--- config.mk ---
export PLATFORM = sky130hd
export DESIGN_NAME = decode_stage_pipe
export DESIGN_NICKNAME = d
export VERILOG_FILES = /design/src/rtl/decode_pkg.sv /design/src/rtl/reg_file_param.sv /design/src/rtl/decode_stage_pipe.sv
export SDC_FILE = /design/constraint.sdc
export NUM_CORES = 1
export LEC_CHECK = 0
export BUFFER_PORTS_ARGS = -buffer_cell sky130_fd_sc_hd__buf_2
export CORE_ASPECT_RATIO = 1.5
export CORE_MARGIN = 8
export CORE_UTILIZATION = 25
export DETAILED_ROUTE_END_ITERATION = 8
export MAX_ROUTING_LAYER = met4
export PLACE_DENSITY = 0.42
export SETUP_SLACK_MARGIN = 0.5
export SLEW_MARGIN = 20
export SYNTH_ARGS = -nofsm -noshare
export SYNTH_HDL_FRONTEND = slang
export SYNTH_SLANG_ARGS = --single-unit
--- constraint.sdc ---
create_clock -name clk -period 9 [get_ports clk]
set_input_delay 0.9 -clock clk [delete_from_list [all_inputs] [get_ports clk]]
set_output_delay 0.9 -clock clk [all_outputs]
set_load 0.05 [all_outputs]
--- src/rtl/decode_pkg.sv ---
// Shared constants and the ID/EX payload record for the decode stage.
// Default widths here are the ones the top level and the bench build against.
package decode_pkg;

    localparam int DEF_DATA_W     = 16;
    localparam int DEF_RADDR_W    = 3;
    localparam int DEF_SIG_W      = 23;
    localparam int DEF_INPORT_BIT = 18;
    localparam int DEF_MEMRD_BIT  = 12;

    typedef struct packed {
        logic                     valid;
        logic [DEF_SIG_W-1:0]     sig;
        logic [DEF_DATA_W-1:0]    opa;
        logic [DEF_DATA_W-1:0]    opb;
        logic [DEF_RADDR_W-1:0]   rsrc1;
        logic [DEF_RADDR_W-1:0]   rsrc2;
        logic [DEF_RADDR_W-1:0]   rdst;
    } idex_payload_t;

endpackage

--- src/rtl/reg_file_param.sv ---
// NUM_REGS x DATA_W register file: two combinational read ports, one write port,
// optional same-cycle write-through so a WB write is visible to an ID read.
module reg_file_param #(
    parameter int DATA_W    = 16,
    parameter int RADDR_W   = 3,
    parameter bit WB_BYPASS = 1'b1
) (
    input  logic               clk,
    input  logic               rst,
    input  logic               we_i,
    input  logic [RADDR_W-1:0] waddr_i,
    input  logic [DATA_W-1:0]  wdata_i,
    input  logic [RADDR_W-1:0] raddr1_i,
    input  logic [RADDR_W-1:0] raddr2_i,
    output logic [DATA_W-1:0]  rdata1_o,
    output logic [DATA_W-1:0]  rdata2_o
);

    localparam int NUM_REGS = 2 ** RADDR_W;

    logic [DATA_W-1:0] regs_q [NUM_REGS];

    // Storage: cleared on reset, written by WB; register 0 is an ordinary register.
    always_ff @(posedge clk or posedge rst) begin
        if (rst) begin
            for (int i = 0; i < NUM_REGS; i++) begin
                regs_q[i] <= '0;
            end
        end else if (we_i) begin
            regs_q[waddr_i] <= wdata_i;
        end
    end

    // Read ports, with optional write-through of the in-flight WB value.
    always_comb begin
        rdata1_o = regs_q[raddr1_i];
        rdata2_o = regs_q[raddr2_i];
        if (WB_BYPASS && we_i && (waddr_i == raddr1_i)) begin
            rdata1_o = wdata_i;
        end else begin
            rdata1_o = regs_q[raddr1_i];
        end
        if (WB_BYPASS && we_i && (waddr_i == raddr2_i)) begin
            rdata2_o = wdata_i;
        end else begin
            rdata2_o = regs_q[raddr2_i];
        end
    end

endmodule

--- src/rtl/decode_stage_pipe.sv ---
// Instruction decode stage: register read, IN-port operand select, load-use
// hazard detection and the ID/EX pipeline register with stall/flush.
module decode_stage_pipe
    import decode_pkg::*;
#(
    parameter int DATA_W     = DEF_DATA_W,
    parameter int RADDR_W    = DEF_RADDR_W,
    parameter int SIG_W      = DEF_SIG_W,
    parameter int INPORT_BIT = DEF_INPORT_BIT,
    parameter int MEMRD_BIT  = DEF_MEMRD_BIT,
    parameter bit WB_BYPASS  = 1'b1
) (
    input  logic               clk,
    input  logic               rst,
    input  logic               id_valid,
    input  logic [SIG_W-1:0]   sig_in,
    input  logic [RADDR_W-1:0] rsrc1,
    input  logic [RADDR_W-1:0] rsrc2,
    input  logic [RADDR_W-1:0] rdst,
    input  logic [DATA_W-1:0]  in_port,
    input  logic               wb_we,
    input  logic [RADDR_W-1:0] wb_addr,
    input  logic [DATA_W-1:0]  wb_data,
    input  logic               flush,
    input  logic               ex_stall,
    output logic               stall_out,
    output logic               ex_valid,
    output logic [SIG_W-1:0]   ex_sig,
    output logic [DATA_W-1:0]  ex_opa,
    output logic [DATA_W-1:0]  ex_opb,
    output logic [RADDR_W-1:0] ex_rsrc1,
    output logic [RADDR_W-1:0] ex_rsrc2,
    output logic [RADDR_W-1:0] ex_rdst
);

    typedef struct packed {
        logic               valid;
        logic [SIG_W-1:0]   sig;
        logic [DATA_W-1:0]  opa;
        logic [DATA_W-1:0]  opb;
        logic [RADDR_W-1:0] rsrc1;
        logic [RADDR_W-1:0] rsrc2;
        logic [RADDR_W-1:0] rdst;
    } idex_t;

    idex_t             idex_q;
    idex_t             idex_d;
    logic [DATA_W-1:0] rd1_s;
    logic [DATA_W-1:0] rd2_s;
    logic [DATA_W-1:0] opa_s;
    logic              hz_s;

    reg_file_param #(
        .DATA_W    (DATA_W),
        .RADDR_W   (RADDR_W),
        .WB_BYPASS (WB_BYPASS)
    ) u_rf (
        .clk      (clk),
        .rst      (rst),
        .we_i     (wb_we),
        .waddr_i  (wb_addr),
        .wdata_i  (wb_data),
        .raddr1_i (rsrc1),
        .raddr2_i (rsrc2),
        .rdata1_o (rd1_s),
        .rdata2_o (rd2_s)
    );

    // Operand A select and load-use hazard; rsrc1 counts even when IN port is used.
    always_comb begin
        if (sig_in[INPORT_BIT]) begin
            opa_s = in_port;
        end else begin
            opa_s = rd1_s;
        end
        hz_s      = idex_q.valid & idex_q.sig[MEMRD_BIT] & id_valid &
                    ((idex_q.rdst == rsrc1) | (idex_q.rdst == rsrc2));
        stall_out = hz_s | ex_stall;
    end

    // ID/EX next state: EX stall holds, flush or hazard inserts a bubble.
    always_comb begin
        idex_d = idex_q;
        if (ex_stall) begin
            idex_d = idex_q;
        end else if (flush || hz_s) begin
            idex_d = '0;
        end else begin
            idex_d.valid = id_valid;
            idex_d.sig   = id_valid ? sig_in : '0;
            idex_d.opa   = opa_s;
            idex_d.opb   = rd2_s;
            idex_d.rsrc1 = rsrc1;
            idex_d.rsrc2 = rsrc2;
            idex_d.rdst  = rdst;
        end
    end

    // ID/EX pipeline register.
    always_ff @(posedge clk or posedge rst) begin
        if (rst) begin
            idex_q <= '0;
        end else begin
            idex_q <= idex_d;
        end
    end

    assign ex_valid = idex_q.valid;
    assign ex_sig   = idex_q.sig;
    assign ex_opa   = idex_q.opa;
    assign ex_opb   = idex_q.opb;
    assign ex_rsrc1 = idex_q.rsrc1;
    assign ex_rsrc2 = idex_q.rsrc2;
    assign ex_rdst  = idex_q.rdst;

endmodule

==> metrics.cfg, run 1 <==
[status]
run_status = finished clean

[die]
die_height_um = 258
core_region_area_um2 = 38400
io_pins = 139
die_width_um = 177
floorplan.initialDensity_pct = 25.3
floorplan.die_area_um2 = 45700
num_rows = 88

[hold_path]
timing.hold.worst.class = register to register

[clock_network]
cts.hold.buffers_added = 0
h_tree_depth = 4
cts_max_path_bufs = 2
clock_latency_ps = 450
tritoncts = built
cts_root_buf = clkbuf_16
post_cts_sizing = 0
clk_transition_reported_paths_ps = 70
cts_inserted_buffers = 17
cts.sinks = 193
post-cts-setup-buffer-count = 0

[routing]
drt-total-wl_mm = 31.0
drcViolationCount = 0
ant_nets = 0
wl_per_cell_um = 23.3
drt_first_pass_iters = 4
vias = 6510
routed_via_density = 4.89
detail_route.iter0.violations = 314

[critical_path]
timing.critical_path.from_type = input port
cp_slowest_cell = buf_2
critPathCaptureType = output port
cp_common_cell = buf_2
timing_worst_setup_path_type = input port to output port
cell_by_cell_trace_of_the_critical_path = buf_2 -> xor2_1 -> nor4_2 -> or3_1 -> buf_2
crit_required_ps = 8100
worst_path_largest_cell_delay_ps = 570
cp.arrival_ps = 2540
worst_path_fanout_max = 21

[synthesis]
synth_top_area_cell = dfrtp_1
synth-main-ff-cell = dfrtp_1
synth_async_sr_flop_share_pct = 100
synth_edf_count = 0
seq_area_frac_synth_pct = 49.6
flops_latches_synth = 193
syn-instance-count = 720
synth-warning-count = 0
syn-mean-instance-area_um2 = 13.5
post-synth-top-area-fraction_pct = 49.6
yosys-top-cells-area = dfrtp_1, mux2_2, mux4_2, mux2i_1, a22o_1
synth_most_common_cell = dfrtp_1
synth_area_um2 = 9740
synth_commonest_cells = dfrtp_1, mux2_2, a22o_1, mux2i_1, mux4_2
synth.distinct_cells = 34
post_synth_net_total = 793

[sta]
final_hold_vio_count = 0
fin_worst_skew_ps = 7.56
period_needed_ps = 3440
max_slew.worst_pin.slew_ps = 1080
setup_ws_ps = 5560
achievable-frequency_mhz = 291
tns_ps = 0
timing.final.max_slew_violations = 0
grt_setup_unrepaired = false
timing.final.setup_violations = 0
fin_hold_ws_ps = 477
period_share_pct = 38.2
worst_slew_margin_rel_pct = 27.9

[cells_and_area]
area.growth.synth_to_final_pct = 17.4
nNetsFinal = 893
final_core_utilization_pct = 29.7
share_of_layout_cells_above_drive_strength_1_pct = 45.6
finalInstanceArea_um2 = 11400

[placement]
dpl_cell_area_um2 = 10800
globalplace.congestion = 0.725
dp_worst_setup_slack_ps = 5520
io_buffers = 138
hpwlAfterDp_mm = 19.9

[global_routing]
globalRouteOverflowTotal = 0
grt_usage_pct = 14.3
grt_max_degree = 126
number_of_antenna_violations_at_the_first_check_in_global_routing = 4
grt_pass1_wl_mm = 47.2
first_global_vias = 7148

[flow_run]
cap_viol_max_count = 0

[pwr]
power.ir.vdd_worst_mv = 0.134
pwr_density_cell_nw_per_um2 = 223
leakage_uw = 0.00506

metrics by stage:
stage / total power (uW) / std cells
after global placement: 1770 / 1296
after global routing: 2670 / 1330
after CTS: 2580 / 1326
final: 2540 / 1330
after floorplan: 1600 / 720
after detailed placement: 1780 / 1296
sequential cells by signal, indices dropped and copies added, names as in the netlist:
name and cells:
u_rf.regs_q 128, ex_sig 23, ex_opa 16, ex_opb 16, ex_rdst 3, ex_rsrc1 3
ex_rsrc2 3, ex_valid 1
worst paths after layout:
path,start,end,slack [ps],cells after the start
min reg2reg,ex_opb[5]$_DFFE_PP0N_,ex_opb[5]$_DFFE_PP0N_,480,2
min,ex_opb[5]$_DFFE_PP0N_,ex_opb[5]$_DFFE_PP0N_,480,2
max reg2reg,ex_rdst[1]$_DFFE_PP0N_,ex_opb[14]$_DFFE_PP0N_,6670,5
max in group asynchronous,rst,u_rf.regs_q[34]$_DFFE_PP0P_,6810,3
min in group asynchronous,rst,u_rf.regs_q[49]$_DFFE_PP0P_,640,2
max,rsrc1[1],stall_out,5560,5
cells in the final DEF (no fill, tap or decap), types with 2 or more instances in the layout:
cell type,count
dfrtp_1,193
buf_2,137
mux2_2,128
a22o_1,48
mux4_2,48
mux2i_1,48
nand2_1,33
a21oi_1,32
o21ai_0,22
buf_4,19
clkbuf_16,17
a22oi_1,16
o211ai_1,16
nor2b_1,16
o21ai_2,10
xor2_1,6
xnor2_1,6
diode_2,4
clkinv_2,4
nand4b_1,3
nand4_1,3
bufinv_16,3
nor3b_2,2
nor4_2,2
and2_1,2
nor3_2,2
inv_6,2
clkbuf_1,2
worst max-delay path: cells and delay by family:
kind,cells,cell delay (ps)
buffers and inverters,2,850
and+or+nand+nor,2,630
xor gates and xnor gates,1,150
where the power goes:
part	internal, uW	leakage [uW]	switching [uW]
clock network	442	0.000286	348
registers	1020	0.00239	113
logic	289	0.00238	328
total	1750	0.00506	789
final cells by class:
type	count	area, um^2
fillers	3924	27000
flip-flops and latches	193	4830
multi-input cells	451	4550
repair buffers	156	828
well taps	495	619
clock buffers	20	447
clock inverters	10	135
inverters	1	11.3
diodes	4	10.0
routing by layer:
metal  GRT usage (%)  vias to the layer above  share of wire, %
met4            4.52                        0               1.7
met3            2.79                       21               3.9
li1                -                     2912                 -
met1            16.2                     3466                41
met5               -                        -                 0
met2            24.8                      111                53
cells by family (layout without fill, tap and decap cells):
group | after synthesis | count (layout) | synth area share [%]
buf+inv | 76 | 187 | 3.73
simple gates | 70 | 70 | 4.23
xor+xnor | 12 | 12 | 1.08
other cells | 0 | 4 | 0
mux | 224 | 224 | 30.8
flops | 193 | 193 | 49.6
compound gates | 145 | 145 | 10.5
(Power assumes the default switching activity.)
==> inputs of run 2 (changes only) <==
--- a/config.mk
+++ b/config.mk
@@ -5,13 +5,14 @@
 export SDC_FILE = /design/constraint.sdc
 export NUM_CORES = 1
 export LEC_CHECK = 0
+export ABC_AREA = 1
 export BUFFER_PORTS_ARGS = -buffer_cell sky130_fd_sc_hd__buf_2
 export CORE_ASPECT_RATIO = 1.5
 export CORE_MARGIN = 8
 export CORE_UTILIZATION = 25
 export DETAILED_ROUTE_END_ITERATION = 8
 export MAX_ROUTING_LAYER = met4
-export PLACE_DENSITY = 0.42
+export PLACE_DENSITY = 0.43
 export SETUP_SLACK_MARGIN = 0.5
 export SLEW_MARGIN = 20
 export SYNTH_ARGS = -nofsm -noshare
==> constraint.sdc (replaced) <==
create_clock -name clk -period 3 [get_ports clk]
set_input_delay 0.3 -clock clk [delete_from_list [all_inputs] [get_ports clk]]
set_output_delay 0.3 -clock clk [all_outputs]
set_load 0.05 [all_outputs]
==> run 2 against run 1 <==
First-iteration DRC count rose by 150%. Die area up 6.7%. Via count grew 54%. Clock-buffer cell count up 3.
==> metrics.cfg, run 2 <==
[status]
run_status = finished clean

[critical_path]
r2r_slack_ps = 1050
critical_path.reg2reg.endpoint = ex_rsrc2[1]$_DFFE_PP0N_
cp_num_buf_inv = 2
worst_path_largest_cell_delay_ps = 430
cp.arrival_ps = 2060
reg2regPathDepth = 9
timing.critical_path.from_type = register
critPathCaptureType = output port
timing_worst_setup_path_type = register to output port
worst_path_fanout_max = 15
timing.rr.start = ex_rdst[2]$_DFFE_PP0N_
cell_by_cell_trace_of_the_critical_path = inv_1 -> nand2_1 -> nand2_1 -> nand3_2 -> nand2_2 -> nand2_4 -> nand2_1 -> clkbuf_4
largest_delay_share_family_worst_path = simple AND/OR/NAND/NOR gates
cp_common_cell = nand2_1
crit_required_ps = 2700
cp_slowest_cell = dfrtp_1

[pwr]
internal_power_uw = 4830
power.share.combinational_pct = 23.3
power.ir.vdd_worst_mv = 0.317
leakage_uw = 0.00612
power.switching_uw = 2520
totalPowerFinal_uw = 7350
pwr-share-seq_pct = 45.0
switching_share_pct = 34.3
pwr_density_cell_nw_per_um2 = 600
clock_power_share_pct = 31.7

[cells_and_area]
largest-register = u_rf.regs_q
insertedDiodeCount = 0
nFillCells = 4590
share_of_layout_cells_above_drive_strength_1_pct = 15.3
layout.cells.most_common = nand2_1
instances_no_fill = 2121
nNetsFinal = 1617
area.growth.synth_to_final_pct = 17.2
layout_common_cells = nand2_1, dfrtp_1, nand3_1, o21ai_0, buf_2
final_core_utilization_pct = 29.4
largest_register_ffs = 128

[global_routing]
number_of_antenna_violations_at_the_first_check_in_global_routing = 0
grt_usage_pct = 17.2
grt_max_degree = 73
grt_pass1_wl_mm = 62.2
first_global_vias = 9799
globalRouteOverflowTotal = 0

[synthesis]
synth_area_um2 = 10500
syn-instance-count = 1454
flops_latches_synth = 193
synth-warning-count = 0
seq_area_frac_synth_pct = 46.2
synth_top_area_cell = dfrtp_1
synth_most_common_cell = nand2_1
synth_commonest_cells = nand2_1, dfrtp_1, nand3_1, o21ai_0, nor2_1
synth-main-ff-cell = dfrtp_1
post_synth_net_total = 1527
synth_async_sr_flop_share_pct = 100
synth_edf_count = 0
yosys-top-cells-area = dfrtp_1, nand2_1, nand3_1, o21ai_0, nor2_1
post-synth-top-area-fraction_pct = 46.2
synth.distinct_cells = 27
syn-mean-instance-area_um2 = 7.19

[die]
die_width_um = 183
die_height_um = 266
floorplan.initialDensity_pct = 25.1
num_rows = 92
core_region_area_um2 = 41700
floorplan.die_area_um2 = 48700
io_pins = 139

[sta]
worst_slew_margin_rel_pct = 37.4
final_hold_vio_count = 0
period_needed_ps = 2360
timing.final.max_slew_violations = 0
period_share_pct = 78.5
achievable-frequency_mhz = 425
grt_setup_unrepaired = false
timing.final.setup_violations = 0
tns_ps = 0
fin_worst_skew_ps = 12.9
max_slew.worst_pin.slew_ps = 940
setup_ws_ps = 645

[routing]
detail_route.iter0.violations = 778
drcViolationCount = 0
wl_per_cell_um = 19.2
vias = 10000
drt-total-wl_mm = 40.7
ant_nets = 0
drt_first_pass_iters = 7
routed_via_density = 4.72

[flow_run]
cap_viol_max_count = 0

[placement]
globalplace.congestion = 0.844
hpwlAfterDp_mm = 26.4
placedCellCount = 2089
dp_worst_setup_slack_ps = 742
io_buffers = 138

[clock_network]
tritoncts = built
cts.hold.buffers_added = 0
post-cts-setup-buffer-count = 0
clock_latency_ps = 460
cts.sinks = 193
h_tree_depth = 4
cts_inserted_buffers = 17
clk_transition_reported_paths_ps = 80
cts_root_buf = clkbuf_16
cts_max_path_bufs = 2
post_cts_sizing = 0

[hold_path]
timing.hold.worst.class = input port to async pin

run 2: changes by cell type in the layout (fill, tap and decap cells not counted), sizes merged, moves of 56 or more:
cell,before,now
inv,3,59
mux2,128,0
nand2,33,546
nand3,1,180
nor2,0,95
o21ai,32,198
run 2: cells by family after synthesis:
logic type	Yosys count	synth area share, %
buffers and inverters	161	7.04
AO/OA/AOI/OAI	228	11.0
flip-flops	193	46.2
XOR/XNOR	1	0.0838
AND/OR/NAND/NOR	871	35.6
run 2: area by class of cell:
cell class	count	area, um^2	share of cell area, %
repair buffers	172	998	8.15
inverters	60	239	1.95
clock buffers	23	478	3.90
flip-flops and latches	193	4830	39.4
multi-input cells	1100	4890	39.9
well taps	564	706	5.76
clock inverters	9	106	0.868
run 2: worst register-to-register path: stages, from the launching register on:
cell	delay (ps)
dfrtp_1	420
inv_1	100
nand2_1	80
nand2_1	70
nand3_2	80
nand2_2	100
nand2_4	180
nand3_2	340
buf_4	330
o21ai_0	170
run 2: metrics by stage:
| step | hold WS, ps | area, um^2 |
|---|---|---|
| after global placement | 458 | 11700 |
| after CTS | 20.7 | 12200 |
| after global routing | 53.4 | 12300 |
| final | 17.3 | 12300 |
| after detailed placement | 462 | 11700 |
| after floorplan | 450 | 10500 |
run 2: how the worst max path moves through the flow:
stage                                 startpoint                      end  slack (ps)  depth (start not counted)
final                     ex_rdst[2]$_DFFE_PP0N_                stall_out         640                          8
after detailed placement                rsrc1[0]   ex_opa[12]$_DFFE_PP0N_         740                         10
after global routing      ex_rdst[0]$_DFFE_PP0N_                stall_out         510                          8
after floorplan                              rst    ex_opa[0]$_DFFE_PP0N_         210                          1
after global placement                  rsrc2[2]  ex_rsrc2[0]$_DFFE_PP0N_         820                         10
after CTS                 ex_rdst[2]$_DFFE_PP0N_                stall_out         630                          8
run 2: power by group through the flow:
stage	combinational [uW]	sequential, uW	clock (uW)
2_1_floorplan	973	3540	0
3_3_place_gp	1710	3340	0
3_5_place_dp	1730	3350	0
4_1_cts	1730	3300	2420
5_1_grt	1930	3360	2500
6_report	1710	3310	2330
run 2: layer usage:
metal	vias up	share of wire, %	GRT usage, %
met4	0	2.1	5.64
met2	279	50	29.5
met3	45	4.9	2.53
met5	-	0	-
met1	4796	43	20.5
li1	4881	-	-
==> inputs of run 3 (changes only) <==
--- a/config.mk
+++ b/config.mk
@@ -12,7 +12,7 @@
 export CORE_UTILIZATION = 25
 export DETAILED_ROUTE_END_ITERATION = 8
 export MAX_ROUTING_LAYER = met4
-export PLACE_DENSITY = 0.43
+export PLACE_DENSITY = 0.42
 export SETUP_SLACK_MARGIN = 0.5
 export SLEW_MARGIN = 20
 export SYNTH_ARGS = -nofsm -noshare
==> constraint.sdc (replaced) <==
create_clock -name clk -period 2.4 [get_ports clk]
set_input_delay 0.24 -clock clk [delete_from_list [all_inputs] [get_ports clk]]
set_output_delay 0.24 -clock clk [all_outputs]
set_load 0.05 [all_outputs]
==> run 3 against run 2 <==
Critical endpoint unchanged. Sequential share of layout area shrank 0.54 points. Total power grew 28%. Register-to-register slack worse by 440 ps. Critical path type unchanged. Clock power increased by 34%. Clock skew fell by 2.4 ps. Sequential cell count stayed put. Routed wire length grew 0.98%. Die area did not move. Cell count rose by 0.47%. Clock-buffer cell count fell by 3.
==> metrics.cfg, run 3 (same netlist as run 2, synthesis figures left out) <==
[global_routing]
first_global_vias = 10100
grt_max_degree = 72
grt_pass1_wl_mm = 63.5
grt_usage_pct = 17.5
globalRouteOverflowTotal = 0
number_of_antenna_violations_at_the_first_check_in_global_routing = 0

[die]
io_pins = 139
floorplan.initialDensity_pct = 25.1
core_region_area_um2 = 41700
die_height_um = 266
die_width_um = 183
num_rows = 92
floorplan.die_area_um2 = 48700

[placement]
dpl_cell_area_um2 = 11700
dp_worst_setup_slack_ps = 513
hpwlAfterDp_mm = 26.4
io_buffers = 138
globalplace.congestion = 0.793
placedCellCount = 2093

[pwr]
power.share.combinational_pct = 22.9
power.switching_uw = 3260
clock_power_share_pct = 33.2
pwr-share-seq_pct = 43.9
totalPowerFinal_uw = 9420
switching_share_pct = 34.6
leakage_uw = 0.00618
power.ir.vdd_worst_mv = 0.438
pwr_density_cell_nw_per_um2 = 759
internal_power_uw = 6160

[cells_and_area]
final_core_utilization_pct = 29.8
area.growth.synth_to_final_pct = 18.9
finalInstanceArea_um2 = 12400
largest_register_ffs = 128
largest-register = u_rf.regs_q
share_of_layout_cells_above_drive_strength_1_pct = 16.1
layout.cells.most_common = nand2_1
instances_no_fill = 2131
nNetsFinal = 1627
insertedDiodeCount = 0
layout_common_cells = nand2_1, dfrtp_1, o21ai_0

[routing]
routed_via_density = 4.72
wl_per_cell_um = 19.3
ant_nets = 0
drt_first_pass_iters = 6
drt-total-wl_mm = 41.1
drcViolationCount = 0
vias = 10100
detail_route.iter0.violations = 798

[sta]
final_hold_vio_count = 0
period_needed_ps = 1820
timing.final.max_slew_violations = 0
fin_worst_skew_ps = 10.5
achievable-frequency_mhz = 549
setup_ws_ps = 578
timing.final.setup_violations = 0
period_share_pct = 75.9
worst_slew_margin_rel_pct = 50.7
grt_setup_unrepaired = false
max_slew.worst_pin.slew_ps = 739

[critical_path]
crit_required_ps = 2160
critPathCaptureType = output port
timing_worst_setup_path_type = register to output port
cp.arrival_ps = 1580
worst_path_largest_cell_delay_ps = 400
worst_path_fanout_max = 3
largest_delay_share_family_worst_path = simple AND/OR/NAND/NOR gates
cp_num_buf_inv = 2
timing.critical_path.from_type = register
cp_slowest_cell = dfrtp_1
cell_by_cell_trace_of_the_critical_path = buf_4 -> nand2_1 -> nand2_1 -> nand3_2 -> nand2_4 -> nand2_8 -> nand2_4 -> buf_8

[clock_network]
cts_root_buf = clkbuf_16
clk_transition_reported_paths_ps = 80
h_tree_depth = 4
cts_max_path_bufs = 2
cts.sinks = 193
clock_latency_ps = 460
cts_inserted_buffers = 17
tritoncts = built

[hold_path]
timing.hold.worst.class = input port to register

[flow_run]
cap_viol_max_count = 0

[status]
run_status = finished clean

## run 3: cell type report
cell class | instances | area (um^2)
fillers | 4560 | 29200
clock inverters | 12 | 171
inverters | 60 | 239
well taps | 564 | 706
flip-flops and latches | 193 | 4830
clock buffers | 20 | 457
repair buffers | 182 | 1100
multi-input cells | 1100 | 4920
## run 3: worst min-delay path: cells and delay by family
family                 cells  cell delay, ps
AO/OA/AOI/OAI              1              80
buffers and inverters      1              70
AND/OR/NAND/NOR            1              70
## run 3: worst paths after layout
path | start | slack, ps | end | cells after the start
min reg2reg | ex_opa[1]$_DFFE_PP0N_ | 480 | ex_opa[1]$_DFFE_PP0N_ | 2
max reg2reg | ex_rdst[2]$_DFFE_PP0N_ | 610 | ex_rsrc2[0]$_DFFE_PP0N_ | 10
min | rdst[0] | 40 | ex_rdst[0]$_DFFE_PP0N_ | 3
max in group asynchronous | rst | 1280 | u_rf.regs_q[29]$_DFFE_PP0P_ | 4
max | ex_rdst[2]$_DFFE_PP0N_ | 580 | stall_out | 8
min in group asynchronous | rst | 300 | ex_sig[19]$_DFFE_PP0N_ | 3
## run 3: routing by layer
layer	share of wire, %	GRT usage, %
met5	0	-
met4	1.9	5.53
met3	4.3	2.14
met2	51	30.3
met1	43	21.0
## run 3: power by group through the flow
stage | combinational [uW] | sequential (uW) | clock [uW]
after floorplan | 1220 | 4430 | 0
after global placement | 2140 | 4190 | 0
after detailed placement | 2160 | 4190 | 0
after CTS | 2180 | 4130 | 3210
after global routing | 2440 | 4200 | 3330
final | 2160 | 4140 | 3130
## run 3: timing repair
| action | 4_1_cts | 5_1_grt |
|---|---|---|
| endpoints found under the hold margin | 6 | 0 |
| setup endpoints to repair | 1 | 1 |
| setup buffers | 3 | 2 |
| pin swaps | 1 | 1 |
| hold buffers | 1 | 0 |
| resized for setup | 8 | 3 |
## run 3: per-stage QoR
step	hold slack [ps]	setup TNS [ps]
floorplan	390	-63770
global placement	218	0
detailed placement	228	0
CTS	34.7	0
global route	59.1	0
finish	42.3	0
